$ cat src/rtl/rm_report_pkg.sv
// Shared defaults and record layout for the automata-cluster report collector.
package rm_report_pkg;

  localparam int NUM_RPT_DEF  = 3;
  localparam int OFFSET_W_DEF = 32;

  typedef struct packed {
    logic [OFFSET_W_DEF-1:0] offset;
    logic [NUM_RPT_DEF-1:0]  mask;
  } rpt_rec_t;

endpackage

$ cat src/rtl/rm_report_fifo.sv
// Pointer-based record FIFO with wrap-bit full/empty detection.
// Latency: write visible on the read port the cycle after it is accepted.
// Backpressure: writes refused when full unless a read completes in the same cycle.
module rm_report_fifo #(
  parameter int WIDTH = 8,
  parameter int DEPTH = 8
) (
  input  logic             clk,
  input  logic             reset,
  input  logic             clear,
  input  logic             wr_vld,
  input  logic [WIDTH-1:0] wr_dat,
  output logic             full,
  output logic             empty,
  output logic             rd_vld,
  input  logic             rd_rdy,
  output logic [WIDTH-1:0] rd_dat
);

  localparam int AW = $clog2(DEPTH);

  logic [AW:0]      wr_ptr;
  logic [AW:0]      rd_ptr;
  logic [WIDTH-1:0] mem [DEPTH];
  logic             wr_en;
  logic             rd_en;

  assign empty  = (wr_ptr == rd_ptr);
  assign full   = (wr_ptr[AW-1:0] == rd_ptr[AW-1:0]) && (wr_ptr[AW] != rd_ptr[AW]);
  assign rd_vld = ~empty;
  assign rd_en  = rd_vld & rd_rdy;
  // A pop frees the slot the incoming record lands in, so full+pop still accepts.
  assign wr_en  = wr_vld & (~full | rd_en);
  assign rd_dat = empty ? '0 : mem[rd_ptr[AW-1:0]];

  always_ff @(posedge clk or negedge reset) begin
    if (!reset) begin
      wr_ptr <= '0;
      rd_ptr <= '0;
    end else if (clear) begin
      wr_ptr <= '0;
      rd_ptr <= '0;
    end else begin
      if (wr_en) wr_ptr <= wr_ptr + {{AW{1'b0}}, 1'b1};
      if (rd_en) rd_ptr <= rd_ptr + {{AW{1'b0}}, 1'b1};
    end
  end

  always_ff @(posedge clk) begin
    if (wr_en && !clear) mem[wr_ptr[AW-1:0]] <= wr_dat;
  end

endmodule

$ cat src/rtl/rm_report_collector.sv
// Tags cluster match reports with their symbol offset and queues them as records.
// Latency: record visible one cycle after the report; overflowing reports are dropped and counted.
// Backpressure: rec_ready stalls the head; a full FIFO without a pop drops the new record.
module rm_report_collector
  import rm_report_pkg::*;
#(
  parameter int NUM_RPT  = NUM_RPT_DEF,
  parameter int OFFSET_W = OFFSET_W_DEF,
  parameter int DEPTH    = 8
) (
  input  logic                clk,
  input  logic                reset,
  input  logic                run,
  input  logic                clear,
  input  logic [NUM_RPT-1:0]  report,
  output logic                rec_valid,
  input  logic                rec_ready,
  output logic [OFFSET_W-1:0] rec_offset,
  output logic [NUM_RPT-1:0]  rec_mask,
  output logic                overflow,
  output logic [15:0]         drop_cnt,
  output logic [OFFSET_W-1:0] sym_cnt
);

  typedef struct packed {
    logic [OFFSET_W-1:0] offset;
    logic [NUM_RPT-1:0]  mask;
  } rec_t;

  logic                run_q;
  logic [OFFSET_W-1:0] off_q;
  logic                push_vld;
  logic                fifo_full;
  logic                fifo_empty;
  logic                drop;
  rec_t                wr_dat;
  rec_t                rd_dat;

  // Reports describe the symbol accepted one cycle earlier, hence the staged run/offset.
  assign push_vld = run_q & (|report);
  assign drop     = push_vld & fifo_full & ~(~fifo_empty & rec_ready);
  assign wr_dat   = '{offset: off_q, mask: report};

  rm_report_fifo #(
    .WIDTH ($bits(rec_t)),
    .DEPTH (DEPTH)
  ) u_fifo (
    .clk    (clk),
    .reset  (reset),
    .clear  (clear),
    .wr_vld (push_vld),
    .wr_dat (wr_dat),
    .full   (fifo_full),
    .empty  (fifo_empty),
    .rd_vld (rec_valid),
    .rd_rdy (rec_ready),
    .rd_dat (rd_dat)
  );

  assign rec_offset = rd_dat.offset;
  assign rec_mask   = rd_dat.mask;

  always_ff @(posedge clk or negedge reset) begin
    if (!reset) begin
      run_q    <= 1'b0;
      off_q    <= '0;
      sym_cnt  <= '0;
      overflow <= 1'b0;
      drop_cnt <= '0;
    end else if (clear) begin
      run_q    <= 1'b0;
      off_q    <= '0;
      sym_cnt  <= '0;
      overflow <= 1'b0;
      drop_cnt <= '0;
    end else begin
      run_q <= run;
      off_q <= sym_cnt;
      if (run) sym_cnt <= sym_cnt + OFFSET_W'(1);
      if (drop) begin
        overflow <= 1'b1;
        if (drop_cnt != 16'hFFFF) drop_cnt <= drop_cnt + 16'd1;
      end
    end
  end

endmodule

$ cat config.mk
export PLATFORM = sky130hd
export DESIGN_NAME = rm_report_collector
export DESIGN_NICKNAME = d
export VERILOG_FILES = /design/src/rtl/rm_report_pkg.sv /design/src/rtl/rm_report_fifo.sv /design/src/rtl/rm_report_collector.sv
export SDC_FILE = /design/constraint.sdc
export NUM_CORES = 1
export LEC_CHECK = 0
export CORE_ASPECT_RATIO = 1.2
export CORE_UTILIZATION = 45
export CTS_CLUSTER_DIAMETER = 50
export DETAILED_ROUTE_END_ITERATION = 10
export GPL_ROUTABILITY_DRIVEN = 0
export SETUP_SLACK_MARGIN = 0.05
export SLEW_MARGIN = 15
export SYNTH_ARGS = -nofsm -noshare
export SYNTH_HDL_FRONTEND = slang
export SYNTH_SLANG_ARGS = --single-unit
$ cat constraint.sdc
create_clock -name clk -period 12.24 [get_ports clk]
set_input_delay 1.836 -clock clk [delete_from_list [all_inputs] [get_ports clk]]
set_output_delay 1.836 -clock clk [all_outputs]
set_load 0.1 [all_outputs]
==> qor.txt, run 1 <==
Max Clk Rate - 0.1647 GHz
RSZ-0062 raised after global routing - no
Top-level I/O count - 93
Clock skew - 0.02376 ns
CTS sink count - 370
Post-Syn Instances - 843
Share of cells above drive strength 1 - 0.1674
Die Wd - 167.0 um
Mapped Area - 14710 um2
FFs w/ async S/R, synth - 0.2432
H-tree depth - 2
Post-CTS Setup Repair Bufs - 0
Critical path's slowest cell - clkdlybuf4s50_1
Non-Filler Instances - 1381
Delay of the slowest critical-path stage - 1.01 ns
Worst Path Buf+Inv - 2
Flop2flop setup slack - 8.62 ns
Detailed-routing iteration count for the pre-antenna-repair pass - 5
Startpoint type of the worst setup path - flop
FF-to-FF path depth - 6
Syn Area/Cell - 17.44 um2
Vias in the first global route - 7929
Worst skew pair latency - 0.53 ns
Crit path time final - 6.071 ns
Worst r2r src - u_fifo.rd_ptr[0]
Final Hold Vio Count - 0
I/O Buffers - 92
Antenna violations before repair - 0
First-pass GRT wire length - 47.20 mm
Post-route ant nets - 0
Worst-Margin Slew - 1.102 ns
Final instance area - 17270 um2
Max-slew violations - 0
DRC errors left - 0
Root Buffer - clkbuf_16
Yosys cell types - 44
Pin count of the biggest net entering global routing - 80
Tightest Hold Check Type - reg2reg
Num CTS Buffers - 38
FF+latch count, synth - 370
Final worst path period share - 0.4960
Core area - 32160 um2
Pre-CTS setup slack - 6.597 ns
Syn nets - 855
All-layer global routing usage - 0.1908
Setup crit end kind - output pin
Final worst slack - 6.169 ns
Leak Pwr - 5.467 nW
Ys Warns - 0
Top cells by area, synth - edfxtp_1 57%, dfrtp_1 15%, mux4_2 11%, mux2i_1 2.5%, nor2_1 2.3%
# rows - 72
Final nets - 957
Worst setup path start - u_fifo.rd_ptr[0]
Reg2reg end - u_fifo.mem[2][27]
Ys flop type - edfxtp_1
Grt ovf - 0
WP depth - 5
Top-area cell type share of the netlist area - 0.5718
Diodes inserted - 0
Hold Path Origin - overflow
Total Routed Length - 30.86 mm
Pwr/cell area - 157.8 nW/um2
Peak supply drop - 76.66 uV
Worst setup endpoint - rec_offset[29]
Status - finished, final reports clean
Post-DP HPWL - 17.52 mm
Synthesis-to-layout area growth - 17.45%
Inst Count DP - 1312
Via count - 7680
Top delay family on crit path - buffers and inverters
Post-CTS Hold Fix Bufs - 0
Synth area leader - edfxtp_1
CP required - 10.40 ns
CP Max Fanout - 39
Worst-path clk slew - 0.06 ns
Worst EP arrival - 4.23 ns
CTS tree - done
Final setup violation count - 0
Die Span Y - 200.0 um
Worst Setup Path Type - reg2out
Die area - 33410 um2
Max Cap Viol - 0
Mean number of vias per cell - 5.561
Relative slew slack - 0.2651
Post-synth EDFFs - 280
Initial DRC count - 492
DP Area - 16090 um2
Initial Util - 0.4572
Register area share after synthesis - 0.7249
Setup TNS - 0 ns
Post_cts resized - 0
Clk buf depth - 3
Worst path cell trace - buf_4 -> mux4_2 -> mux2i_1 -> nor2_1 -> clkdlybuf4s50_1
Routed wire per std cell - 22.34 um
## tightest hold or removal path, stage by stage (launching register included)
cell and delay (ns):
dfrtp_1 0.35, nor2_1 0.05, nor2_1 0.07
## state kept, by name, indices dropped and copies added, names as in the netlist
signal and cells:
sym_cnt 32, run_q 1, overflow 1, u_fifo.rd_ptr 4
off_q 32, drop_cnt 16, u_fifo.mem 280, u_fifo.wr_ptr 4
## final cells by class
| cell class | instances | area (um2) |
|---|---|---|
| fillers | 2533 | 14890 |
| flip-flops and latches | 370 | 10670 |
| multi-input cells | 422 | 3862 |
| clock buffers | 56 | 1080 |
| repair buffers | 107 | 1028 |
| well taps | 407 | 509.2 |
| clock inverters | 13 | 102.6 |
| inverters | 6 | 22.52 |
## worst min-delay path by stage
stage / end / slack [ns] / cells after the start
after floorplan: u_fifo.mem[0][10] / 0.52 / 0
after global placement: overflow / 0.49 / 2
after detailed placement: overflow / 0.50 / 2
after CTS: overflow / 0.52 / 2
after global routing: overflow / 0.55 / 2
final: overflow / 0.51 / 2
## metal layers
| metal | vias up | GRT usage | routed length, um |
|---|---|---|---|
| li1 | 3444 | - | - |
| met1 | 3996 | 0.2500 | 13190 |
| met2 | 198 | 0.3271 | 15510 |
| met3 | 42 | 0.03214 | 1529 |
| met4 | 0 | 0.06104 | 622 |
| met5 | - | 0 | 0 |
## layout by cell type (no fill, tap or decap), types with 4 or more instances in the layout
cell,n
inv_1,6
clkbuf_8,4
clkbuf_16,39
mux2i_1,37
nand2_1,22
mux2_2,5
and3_1,8
nor4_1,11
a21oi_1,14
nand3_1,16
dfrtp_1,87
o21ai_0,4
clkinv_2,4
or4_1,6
nor2b_1,34
and4_1,6
xnor2_1,20
ha_1,4
nor3_1,8
xor2_1,18
o31ai_1,6
clkbuf_1,13
edfxtp_1,280
nor2_4,6
mux4_2,70
nand4_1,16
buf_4,17
clkdlybuf4s50_1,90
nor2_1,85
## power by group
| part | total [mW] | switching (mW) | internal, mW |
|---|---|---|---|
| Sequential | 1.36 | 0.0196 | 1.35 |
| Combinational | 0.270 | 0.190 | 0.0801 |
| Clock | 1.09 | 0.456 | 0.636 |
## stage by stage
step | power [mW] | hold WS (ns) | util
after floorplan | 1.598 | 0.5195 | -
after global placement | 1.665 | 0.4874 | 0.5003
after detailed placement | 1.666 | 0.4961 | 0.5003
after CTS | 2.761 | 0.5150 | 0.5370
after global routing | 2.814 | 0.5545 | 0.5370
final | 2.726 | 0.5053 | 0.5370
## cell usage after synthesis, drive strengths merged, types with 3 or more instances
cell / count
edfxtp: 280
nor2: 91
dfrtp: 90
mux4: 70
mux2i: 37
nor2b: 34
buf: 23
nand2: 23
clkbuf: 22
xnor2: 20
xor2: 18
nand3: 16
nand4: 16
a21oi: 15
nor4: 12
nor3: 11
and3: 8
and4: 7
o31ai: 7
inv: 6
or4: 6
mux2: 5
ha: 4
o21ai: 4
nand2b: 3
or3: 3
## cell families after synthesis
kind of cell / share of synthesized area
and+or+nand+nor: 0.08287
muxes: 0.1362
xor gates and xnor gates: 0.02263
buffers and inverters: 0.01625
adders and majority gates: 0.003404
AOI/OAI and AO/OA: 0.01370
DFF: 0.7249
No activity file was read; power rests on OpenSTA's default activity.
==> run 2: changes to the inputs <==
- PLACE_DENSITY: not set -> 0.66
- clock period: 12.24 -> 5.3 ns (I/O delays scaled with it)
==> run 2 against run 1 <==
Effect of this change: cell area is 0.19% higher; register-to-register slack worse by 6.4 ns; critical path depth stayed put; combinational power is 150% higher; wire length is 2.6% lower; clock skew is 0.010 ns lower; final cell count hardly changed; worst setup slack worse by 5.3 ns; sequential cell count stayed put; count of clock-buffer cells in the layout is 11 lower; largest cell class unchanged; highest routed layer unchanged.
==> qor.txt, run 2 (synthesized netlist as in run 1, its figures left out) <==
Status - finished, final reports clean (unchanged)
Initial Util - 0.4572 (unchanged)
DRC errors left - 0 (unchanged)
Most common cell after layout, fill and taps aside - edfxtp_1 (unchanged)
Final Hold Vio Count - 0 (unchanged)
Initial DRC count - 491 (was 492)
GR Layer Usage met2 - 0.3262 (was 0.3271)
Detailed-routing iteration count for the pre-antenna-repair pass - 4 (was 5)
Largest register FFs - 280 (unchanged)
Diodes inserted - 0 (unchanged)
Worst EP arrival - 3.64 ns (was 4.23 ns)
CTS sink count - 370 (unchanged)
Worst setup path start - u_fifo.rd_ptr[1] (was u_fifo.rd_ptr[0])
Final setup violation count - 0 (unchanged)
Antenna violations before repair - 0 (unchanged)
Post-DP HPWL - 17.07 mm (was 17.52 mm)
Worst skew pair latency - 0.51 ns (was 0.53 ns)
Fill cell count - 2517 (was 2533)
Critical path's slowest cell - clkdlybuf4s50_1 (unchanged)
Grt met3 use - 0.02918 (was 0.03214)
Die Wd - 167.0 um (unchanged)
Flop2flop setup slack - 2.21 ns (was 8.62 ns)
Post-route ant nets - 0 (unchanged)
Clock skew - 0.01377 ns (was 0.02376 ns)
Top-level I/O count - 93 (unchanged)
RSZ-0062 raised after global routing - no (unchanged)
Worst Path Buf+Inv - 2 (unchanged)
CP required - 4.51 ns (was 10.40 ns)
Pin count of the biggest net entering global routing - 81 (was 80)
Worst-path clk slew - 0.06 ns (about the same)
Grt peak-use layer - met2 (unchanged)
Total Routed Length - 30.04 mm (was 30.86 mm)
Total power - 6.324 mW (was 2.726 mW)
Worst r2r src - u_fifo.rd_ptr[3] (was u_fifo.rd_ptr[0])
Startpoint type of the worst setup path - flop (unchanged)
Max Cap Viol - 0 (unchanged)
Relative slew slack - 0.2656 (was 0.2651)
Clk buf depth - 3 (unchanged)
Via count - 7590 (was 7680)
Post_cts resized - 0 (unchanged)
Worst path cell trace - buf_4 -> mux4_2 -> mux2i_1 -> nor2_1 -> clkdlybuf4s50_1 (unchanged)
Peak supply drop - 231.7 uV (was 76.66 uV)
CTS tree - done (unchanged)
Setup crit end kind - output pin (unchanged)
Max Clk Rate - 0.2254 GHz
Num CTS Buffers - 36 (was 38)
First-pass GRT wire length - 46.20 mm (was 47.20 mm)
Seq. cell area - 10670 um2 (unchanged)
Core area - 32160 um2 (unchanged)
Worst Setup Path Type - reg2out (unchanged)
Post-CTS Setup Repair Bufs - 0 (unchanged)
Worst-Margin Slew - 1.102 ns (about the same)
GRT met1 Usage - 0.2377 (was 0.2500)
FF-to-FF path depth - 6 (unchanged)
Delay of the slowest critical-path stage - 1.18 ns (was 1.01 ns)
Max-slew violations - 0 (unchanged)
All-layer global routing usage - 0.1850 (was 0.1908)
Area of the multi-input gates - 3862 um2 (unchanged)
Routed wire per std cell - 21.77 um (was 22.34 um)
Post-CTS Hold Fix Bufs - 0 (unchanged)
H-tree depth - 2 (unchanged)
CP Max Fanout - 73 (was 39)
Final nets - 957 (unchanged)
Mean number of vias per cell - 5.500 (was 5.561)
Die area - 33410 um2 (unchanged)
Share of cells above drive strength 1 - 0.1706 (was 0.1674)
Die Span Y - 200.0 um (unchanged)
Top delay family on crit path - buffers and inverters (unchanged)
Root Buffer - clkbuf_16 (unchanged)
Leak Pwr - 5.484 nW (was 5.467 nW)
Setup TNS - 0 ns (unchanged)
Reg2reg end - u_fifo.mem[6][1] (was u_fifo.mem[2][27])
Vias in the first global route - 7905 (was 7929)
I/O Buffers - 92 (unchanged)
Final worst path period share - 0.8369
Crit path time final - 4.436 ns
Most frequent cells in the layout - 280 x edfxtp_1, 90 x clkdlybuf4s50_1, 87 x dfrtp_1 (unchanged)
Tightest Hold Check Type - in2async (was reg2reg)
Grt ovf - 0 (unchanged)
# rows - 72 (unchanged)
Pwr/cell area - 365.5 nW/um2 (was 157.8 nW/um2)
Synthesis-to-layout area growth - 17.67% (was 17.45%)
-- run 2: cell count changes in the layout (fill, tap and decap cells not counted) --
cell and delta:
clkbuf_1 -8, clkinv_4 -1, buf_4 +1, clkinv_2 -1, inv_6 +3, clkbuf_8 -1, clkinv_1 +4, clkbuf_16 -2
buf_12 +1, bufinv_16 +2, inv_8 +1
-- run 2: where the power goes --
part | internal [mW] | total (mW) | switching, mW
Clock | 1.48 | 2.55 | 1.06
Sequential | 3.11 | 3.12 | 0.00980
Combinational | 0.190 | 0.662 | 0.472
-- run 2: cell type report --
| class | count | area share |
|---|---|---|
| flip-flops and latches | 370 | 0.6164 |
| multi-input cells | 422 | 0.2232 |
| repair buffers | 109 | 0.06103 |
| clock buffers | 45 | 0.05698 |
| well taps | 407 | 0.02943 |
| clock inverters | 21 | 0.01164 |
| inverters | 6 | 0.001302 |
-- run 2: through the flow --
step / cells / cell area (um2) / hold slack [ns] / setup slack, ns / util
after global routing: 1380 / 17300 / 0.4029 / 0.7121 / 0.5380
after detailed placement: 1314 / 16120 / 0.5047 / 1.328 / 0.5011
after floorplan: 843 / 14710 / 0.4994 / 0.9072 / -
after global placement: 1314 / 16120 / 0.5059 / 1.329 / 0.5011
after CTS: 1380 / 17300 / 0.3654 / 0.7803 / 0.5380
final: 1380 / 17300 / 0.3411 / 0.8643 / 0.5380
-- run 2: routing by layer --
metal  routed length, um  vias up
li1                    -     3452
met1               12570     3926
met2               15610      176
met3                1327       36
met4                 532        0
met5                   0        -
-- run 2: worst max-delay path by stage --
stage | endpoint | cells past startpoint
after CTS | rec_offset[29] | 5
after global placement | rec_offset[29] | 5
after floorplan | u_fifo.mem[0][0] | 7
after global routing | rec_offset[21] | 5
final | rec_offset[21] | 5
after detailed placement | rec_offset[29] | 5
==> run 3: changes to the inputs <==
- clock period: 5.3 -> 3.81 ns (I/O delays scaled with it)
==> run 3 against run 2 <==
Effect of this change: combinational power increased by 56%; clock skew about the same; global-route usage is 0.27 points higher; sequential share of layout area shrank 1.7 points; utilization grew 1.5 points; cell area grew 2.8%; wire length rose by 1.8%; clock power increased by 39%; sequential cell count unchanged; via count rose by 1.5%; highest routed layer unchanged.
==> qor.txt, run 3 (synthesized netlist as in run 1, its figures left out) <==
Status - finished, final reports clean (unchanged)
Total power - 8.943 mW (was 6.324 mW)
Final worst slack - 0.4036 ns (was 0.8643 ns)
# rows - 72 (unchanged)
Final Core Density - 0.5531 (was 0.5380)
Most common cell after layout, fill and taps aside - edfxtp_1 (unchanged)
Root Buffer - clkbuf_16 (unchanged)
FF-to-FF path depth - 6 (unchanged)
Worst r2r src - u_fifo.rd_ptr[1] (was u_fifo.rd_ptr[3])
Core area - 32160 um2 (unchanged)
Via count - 7707 (was 7590)
Largest register FFs - 280 (unchanged)
Pin count of the biggest net entering global routing - 80 (was 81)
Num CTS Buffers - 37 (was 36)
Final worst path period share - 0.8941
Worst path cell trace - buf_4 -> mux4_2 -> mux2i_1 -> nor2_1 -> buf_12 (was buf_4 -> mux4_2 -> mux2i_1 -> nor2_1 -> clkdlybuf4s50_1)
Antenna violations before repair - 1 (was 0)
Max-slew violations - 0 (unchanged)
I/O Buffers - 92 (unchanged)
Delay of the slowest critical-path stage - 0.74 ns (was 1.18 ns)
Vias in the first global route - 7887 (was 7905)
Max Cap Viol - 0 (unchanged)
Worst-Margin Slew - 1.017 ns (was 1.102 ns)
Flop2flop setup slack - 0.96 ns (was 2.21 ns)
Diodes inserted - 0 (unchanged)
RSZ-0062 raised after global routing - no (unchanged)
Mean number of vias per cell - 5.541 (was 5.500)
CP Max Fanout - 32 (was 73)
Critical path's slowest cell - dfrtp_2 (was clkdlybuf4s50_1)
Final Hold Vio Count - 0 (unchanged)
Crit path time final - 3.406 ns
CP required - 3.24 ns (was 4.51 ns)
Tightest Hold Check Type - in2async (unchanged)
Reg2reg end - u_fifo.mem[3][18] (was u_fifo.mem[6][1])
Most frequent cells in the layout - 280 x edfxtp_1, 87 x dfrtp_1, 85 x nor2_1 (was 280 x edfxtp_1, 90 x clkdlybuf4s50_1, 87 x dfrtp_1)
Synthesis-to-layout area growth - 20.97% (was 17.67%)
Worst EP arrival - 2.83 ns (was 3.64 ns)
Peak supply drop - 271.0 uV (was 231.7 uV)
Pwr/cell area - 502.7 nW/um2 (was 365.5 nW/um2)
Post-CTS Hold Fix Bufs - 0 (unchanged)
CTS tree - done (unchanged)
Worst-path clk slew - 0.06 ns (about the same)
Post-route ant nets - 0 (unchanged)
Initial Util - 0.4572 (unchanged)
Worst Setup Path Type - reg2out (unchanged)
Pre-CTS setup slack - 0.6609 ns (was 1.328 ns)
Clock skew - 0.01398 ns (was 0.01377 ns)
Detailed-routing iteration count for the pre-antenna-repair pass - 4 (unchanged)
H-tree depth - 2 (unchanged)
Post-CTS Setup Repair Bufs - 0 (unchanged)
Grt ovf - 0 (unchanged)
Setup TNS - 0 ns (unchanged)
Share of cells above drive strength 1 - 0.2175 (was 0.1706)
Setup crit end kind - output pin (unchanged)
Startpoint type of the worst setup path - flop (unchanged)
Total Routed Length - 30.58 mm (was 30.04 mm)
Die Span Y - 200.0 um (unchanged)
Leak Pwr - 5.723 nW (was 5.484 nW)
Fill cell count - 2466 (was 2517)
Routed wire per std cell - 21.98 um (was 21.77 um)
Clk buf depth - 3 (unchanged)
Die area - 33410 um2 (unchanged)
Max Clk Rate - 0.2936 GHz
CTS sink count - 370 (unchanged)
Final setup violation count - 0 (unchanged)
Top-level I/O count - 93 (unchanged)
Post_cts resized - 0 (unchanged)
Final nets - 967 (was 957)
Relative slew slack - 0.3201 (was 0.2656)
Worst skew pair latency - 0.52 ns (was 0.51 ns)
DRC errors left - 0 (unchanged)
Post-DP HPWL - 18.77 mm (was 17.07 mm)
Initial DRC count - 447 (was 491)
Die Wd - 167.0 um (unchanged)
First-pass GRT wire length - 46.49 mm (was 46.20 mm)
All-layer global routing usage - 0.1878 (was 0.1850)
-- run 3: layout make-up --
| class | count | area [um2] | area share |
|---|---|---|---|
| inverters | 6 | 22.52 | 0.001266 |
| clock buffers | 55 | 1097 | 0.06168 |
| repair buffers | 118 | 1506 | 0.08468 |
| clock inverters | 13 | 112.6 | 0.006330 |
| multi-input cells | 422 | 3875 | 0.2178 |
| well taps | 407 | 509.2 | 0.02863 |
| flip-flops and latches | 370 | 10670 | 0.5996 |
-- run 3: per-layer routing --
metal / global-route usage / vias up / part of all wire
li1: - / 3478 / -
met2: 0.3295 / 185 / 0.51
met5: 0 / - / 0
met3: 0.03076 / 44 / 0.043
met4: 0.06996 / 0 / 0.026
met1: 0.2362 / 4000 / 0.42
-- run 3: through the flow --
step / cells / instance area (um2) / hold WS [ns]
4_1_cts: 1391 / 17790 / 0.2524
3_3_place_gp: 1323 / 16580 / 0.4870
5_1_grt: 1391 / 17790 / 0.2810
6_report: 1391 / 17790 / 0.2184
2_1_floorplan: 843 / 14720 / 0.2759
3_5_place_dp: 1323 / 16580 / 0.4966
-- run 3: worst max-delay path by stage --
stage,start,slack (ns),cells past startpoint,end
finish,u_fifo.rd_ptr[1],0.40,5,rec_offset[24]
global route,u_fifo.rd_ptr[0],0.28,6,rec_offset[18]
CTS,u_fifo.rd_ptr[1],0.36,5,rec_offset[26]
detailed placement,report[1],0.66,6,u_fifo.mem[3][21]
global placement,report[1],0.73,6,u_fifo.mem[3][21]
floorplan,u_fifo.wr_ptr[1],0.35,7,u_fifo.mem[2][0]
-- run 3: worst max-delay path, delay by kind of cell, from the launching register on --
kind                   cells  cell delay, ns
DFF                        1            0.74
buffers and inverters      2            0.72
muxes                      2            0.70
and+or+nand+nor            1            0.13
-- run 3: power breakdown --
group	internal, mW	switching (mW)	total (mW)
clock	2.08	1.47	3.55
sequential	4.32	0.0342	4.36
combinational	0.370	0.663	1.03
total	6.78	2.17	8.94
